`src/rtl/imm_gen_pipe.sv`:
```
// imm_gen_pipe: RISC-V immediate decoder (I/S/B/J/U/Z/none) with sign extension to XLEN,
// followed by STAGES (1 or 2) stall/flush-controlled register stages.
// Optional feature macro: IMM_ZICSR_EN (selector 101 decodes the CSR uimm instead of
// being reported as an illegal format).
module imm_gen_pipe #(
  parameter int unsigned XLEN   = 32,
  parameter int unsigned STAGES = 1
) (
  input  logic            clk,
  input  logic            rst_n,
  input  logic            valid_i,
  input  logic [31:0]     instr_i,
  input  logic [2:0]      imm_src_i,
  input  logic            stall_i,
  input  logic            flush_i,
  output logic            valid_o,
  output logic [XLEN-1:0] imm_o,
  output logic            fmt_err_o
);

  logic [XLEN-1:0] dec_imm;
  logic            dec_err;

  // Opcode bits never contribute to an immediate.
  logic unused_opcode;
  assign unused_opcode = ^instr_i[6:0];

  // Decode the selected immediate format; signed size casts perform the sign extension.
  always_comb begin
    dec_imm = '0;
    dec_err = 1'b0;
    case (imm_src_i)
      3'b000: dec_imm = XLEN'($signed(instr_i[31:20]));
      3'b001: dec_imm = XLEN'($signed({instr_i[31:25], instr_i[11:7]}));
      3'b010: dec_imm = XLEN'($signed({instr_i[31], instr_i[7], instr_i[30:25],
                                        instr_i[11:8], 1'b0}));
      3'b011: dec_imm = XLEN'($signed({instr_i[31], instr_i[19:12], instr_i[20],
                                        instr_i[30:21], 1'b0}));
      3'b100: dec_imm = XLEN'($signed({instr_i[31:12], 12'b0}));
`ifdef IMM_ZICSR_EN
      3'b101: dec_imm = XLEN'(instr_i[19:15]);
`else
      3'b101: dec_err = 1'b1;
`endif
      3'b110: dec_err = 1'b0;
      default: dec_err = 1'b1;
    endcase
  end

  for (genvar g = 0; g < STAGES; g++) begin : g_stage
    logic            in_valid;
    logic [XLEN-1:0] in_imm;
    logic            in_err;
    logic            valid_d, valid_q;
    logic [XLEN-1:0] imm_d, imm_q;
    logic            err_d, err_q;

    if (g == 0) begin : g_head
      assign in_valid = valid_i;
      assign in_imm   = dec_imm;
      assign in_err   = dec_err;
    end else begin : g_tail
      assign in_valid = g_stage[g-1].valid_q;
      assign in_imm   = g_stage[g-1].imm_q;
      assign in_err   = g_stage[g-1].err_q;
    end

    // Flush kills valid regardless of stall; payload only loads behind a valid entry.
    always_comb begin
      valid_d = valid_q;
      imm_d   = imm_q;
      err_d   = err_q;
      if (flush_i) begin
        valid_d = 1'b0;
      end else if (!stall_i) begin
        valid_d = in_valid;
        if (in_valid) begin
          imm_d = in_imm;
          err_d = in_err;
        end
      end
    end

    // Stage register.
    always_ff @(posedge clk or negedge rst_n) begin
      if (!rst_n) begin
        valid_q <= 1'b0;
        imm_q   <= '0;
        err_q   <= 1'b0;
      end else begin
        valid_q <= valid_d;
        imm_q   <= imm_d;
        err_q   <= err_d;
      end
    end
  end

  assign valid_o   = g_stage[STAGES-1].valid_q;
  assign imm_o     = g_stage[STAGES-1].imm_q;
  assign fmt_err_o = g_stage[STAGES-1].err_q;

endmodule

```
`config.mk`:
```
export PLATFORM = sky130hd
export DESIGN_NAME = imm_gen_pipe
export DESIGN_NICKNAME = d
export VERILOG_FILES = /design/src/rtl/imm_gen_pipe.sv
export SDC_FILE = /design/constraint.sdc
export NUM_CORES = 1
export LEC_CHECK = 0
export BUFFER_PORTS_ARGS = -buffer_cell sky130_fd_sc_hd__buf_2
export CAP_MARGIN = 20
export CORE_AREA = 2 2 68 70
export CTS_CLUSTER_DIAMETER = 150
export CTS_CLUSTER_SIZE = 12
export DETAILED_ROUTE_END_ITERATION = 16
export DIE_AREA = 0 0 70 72
export PLACE_DENSITY = 0.68
export SLEW_MARGIN = 20
export SYNTH_ARGS = -nofsm -noshare
export SYNTH_HDL_FRONTEND = slang
export SYNTH_SLANG_ARGS = --single-unit
export TNS_END_PERCENT = 100
```
`constraint.sdc`:
```
create_clock -name clk -period 0.81 [get_ports clk]
set_input_delay 0.162 -clock clk [delete_from_list [all_inputs] [get_ports clk]]
set_output_delay 0.162 -clock clk [all_outputs]
set_load 0.02 [all_outputs]
```
==> flow_metrics.py <==
metrics = {
    "status": {
        "status": "finished with violations",
        "failed_checks": "setup timing",
    },
    "logic_synthesis": {
        "synth.area.mux_share": 0.0539,
        "synth_edf_count": 0,
        "synth_compound_area_frac": 0.203,
        "yosysSeqAreaShare": 0.564,
        "synth.distinct_cells": 24,
        "yosysWarnings": 0,
        "synthCells": 142,
        "avgSynthCellArea_um2": 10.6,
        "syn-cell-area_um2": 1510,
        "synthSimpleGateAreaFrac": 0.126,
        "ys_ff_latch": 34,
        "synth-xor-area-share": 0.00581,
        "synthFlopType": "dfrtp_1",
        "synth-adder-area-share": 0,
        "synth_top_family_by_area": "compound AO/OA/AOI/OAI gates",
        "syn_nets": 182,
        "async_flop_share": 1.00,
    },
    "global_route": {
        "antenna_found_initial": 0,
        "grt_max_degree": 35,
        "grt_util_all_layers": 0.176,
        "grt-ovfl-total": 0,
        "grt_pass1_vias": 1421,
        "grt_first_pass_wirelength_um": 6920,
    },
    "finish": {
        "drive_gt1_frac": 0.603,
        "area_growth_pct": 80.0,
        "nets": 286,
        "antenna_cells": 0,
        "fin_cells": 299,
    },
    "sta": {
        "finalMaxSlewViolations": 0,
        "max_freq_mhz": 999,
        "fin_skew_ns": 0,
        "worstMarginPinSlew_ns": 0.223,
        "hold_violations": 0,
        "setup_violations": 67,
        "finalWorstSetupSlack_ns": -0.191,
        "period_share": 1.24,
        "slew_headroom": 0.850,
        "rsz0062_at_grt": "true",
        "min_period_ns": 1.00,
    },
    "clocking": {
        "cts_max_level": 2,
        "cts-buffers-inserted": 5,
        "cts.clk_slew.worst_paths_ns": 0.07,
        "cts_tree": "done",
        "clockBufferDepth": 2,
        "clock-sinks": 34,
        "cts_root_buf": "clkbuf_8",
        "clock_latency_ns": 0.28,
    },
    "critical_path": {
        "cp-end-kind": "flop",
        "critPathBufInv": 2,
        "crit_chain": "buf_8 -> or3b_4 -> buf_6 -> a221o_1",
        "critical-path-top-delay-family": "simple AND/OR/NAND/NOR gates",
        "crit_cells": 4,
        "cp-start-kind": "input pin",
        "max_stage_delay_ns": 0.44,
        "slowest_stage": "or3b_4",
        "r2r_end": "imm_o[16]",
        "r2r_cells": 1,
        "arrival_ns": 1.17,
        "crit_end": "imm_o[18]",
        "startpoint": "stall_i",
        "path_max_fanout": 7,
        "rrSetupSlack_ns": -0.06,
        "r2r-start": "imm_o[16]",
        "crit_required_ns": 0.98,
        "path_class": "in -> reg",
    },
    "placement": {
        "dp_cells": 270,
        "place_congestion": 0.712,
        "io_buffers": 66,
        "hpwlAfterDp_um": 2660,
        "pre_cts_slack_ns": -0.642,
    },
    "power_and_ir_drop": {
        "p_sw_uw": 1570,
        "p_int_uw": 3560,
        "peakVddDrop_mv": 1.35,
        "switching_share": 0.306,
        "p_leak_uw": 0.00134,
        "pwr-share-seq": 0.409,
        "comb_power_share": 0.339,
        "total_power_uw": 5140,
        "power.density_nw_per_um2": 1890,
        "clkPwrFrac": 0.253,
    },
    "route": {
        "vias": 1492,
        "first_pass_iters": 4,
        "drt_iter0_drc": 120,
        "wire_per_inst_um": 15.3,
        "drc_errors": 0,
        "ant_nets": 0,
        "wl_um": 4590,
        "vias_per_cell": 4.99,
    },
    "floorplan": {
        "core_area_um2": 4260,
        "initial_core_util": 0.354,
        "ios": 74,
        "dieWidth_um": 70,
        "design.die.area_um2": 5040,
        "dieHeight_um": 72,
        "rows": 24,
    },
    "min_path": {
        "min_path_type": "in -> reg",
        "min_from": "flush_i",
    },
    "job": {
        "drv_cap": 0,
    },
}
[worst min-delay path by stage]
stage | cells past startpoint | end
global route | 2 | valid_o
detailed placement | 2 | imm_o[2]
CTS | 2 | valid_o
global placement | 2 | imm_o[2]
floorplan | 0 | fmt_err_o
finish | 2 | valid_o
[cell usage after synthesis, drive strengths merged, types with 6 or more instances]
library cell | count | area [um2]
a21oi | 11 | 55.1
a221o | 8 | 80.1
buf | 6 | 42.5
clkbuf | 6 | 23.8
dfrtp | 34 | 851
mux2i | 7 | 70.1
nand2 | 26 | 97.6
nand2b | 7 | 51.3
o21ai | 25 | 125
[cells in the final DEF, fill, tap and decap left out, types with 2 or more instances in the layout]
cell      count
o21ai_1      14
o21ai_2      10
mux2i_1       4
nand2b_1      6
buf_4        31
buf_2        29
buf_8         3
buf_6        39
nand2_4       3
a221o_1       8
clkbuf_8      6
buf_12        3
dfrtp_1      34
nand2_1      13
a21oi_1      11
or3b_4        2
mux2i_4       2
nand2b_4      2
nand2_2      10
[kinds of logic (layout without fill, tap and decap cells)]
logic type,Yosys count,in the layout
AO/OA/AOI/OAI,47,47
XOR/XNOR,1,1
buffers and inverters,13,116
flip-flops,34,34
multiplexers,8,8
AND/OR/NAND/NOR,39,41
[state kept, by name, indices dropped and copies added (netlist names)]
signal,count
imm_o,32
fmt_err_o,1
valid_o,1
[metrics by stage]
stage               TNS (ns)  utilization  area [um2]  hold WS, ns
floorplan             -11.47            -        1540       -0.134
global placement      -18.27        0.480        2050        0.135
detailed placement    -18.62        0.480        2050        0.139
CTS                   -10.18        0.590        2520      0.00872
global route          -11.89        0.636        2710       0.0216
finish                -10.26        0.636        2710       0.0181
[power by group through the flow]
stage	Clock (uW)	Sequential, uW	Combinational, uW
finish	1300	2100	1740
global route	1390	2120	1850
CTS	1330	2090	1520
detailed placement	0	2060	1140
global placement	0	2060	1120
floorplan	0	2350	342
[area by class of cell]
class | count | area [um2]
fillers | 353 | 1550
repair buffers | 107 | 960
flip-flops and latches | 34 | 851
multi-input cells | 97 | 743
clock buffers | 7 | 86.3
well taps | 52 | 65.1
clock inverters | 1 | 5.00
inverters | 1 | 3.75
[timing repair]
item,4_1_cts,5_1_grt
gates resized for setup,96,30
buffers inserted,6,11
hold buffers,1,0
pin swaps,11,11
endpoints found under the hold margin,34,0
endpoints found under the setup margin,67,67
gates cloned,3,0
[per-layer routing]
metal	track usage	wire length [um]	up-vias
li1	-	-	710
met1	0.239	1950	704
met2	0.272	2230	71
met3	0.0583	358	7
met4	0.0513	49	0
met5	0	0	-
(Power assumes the default switching activity.)
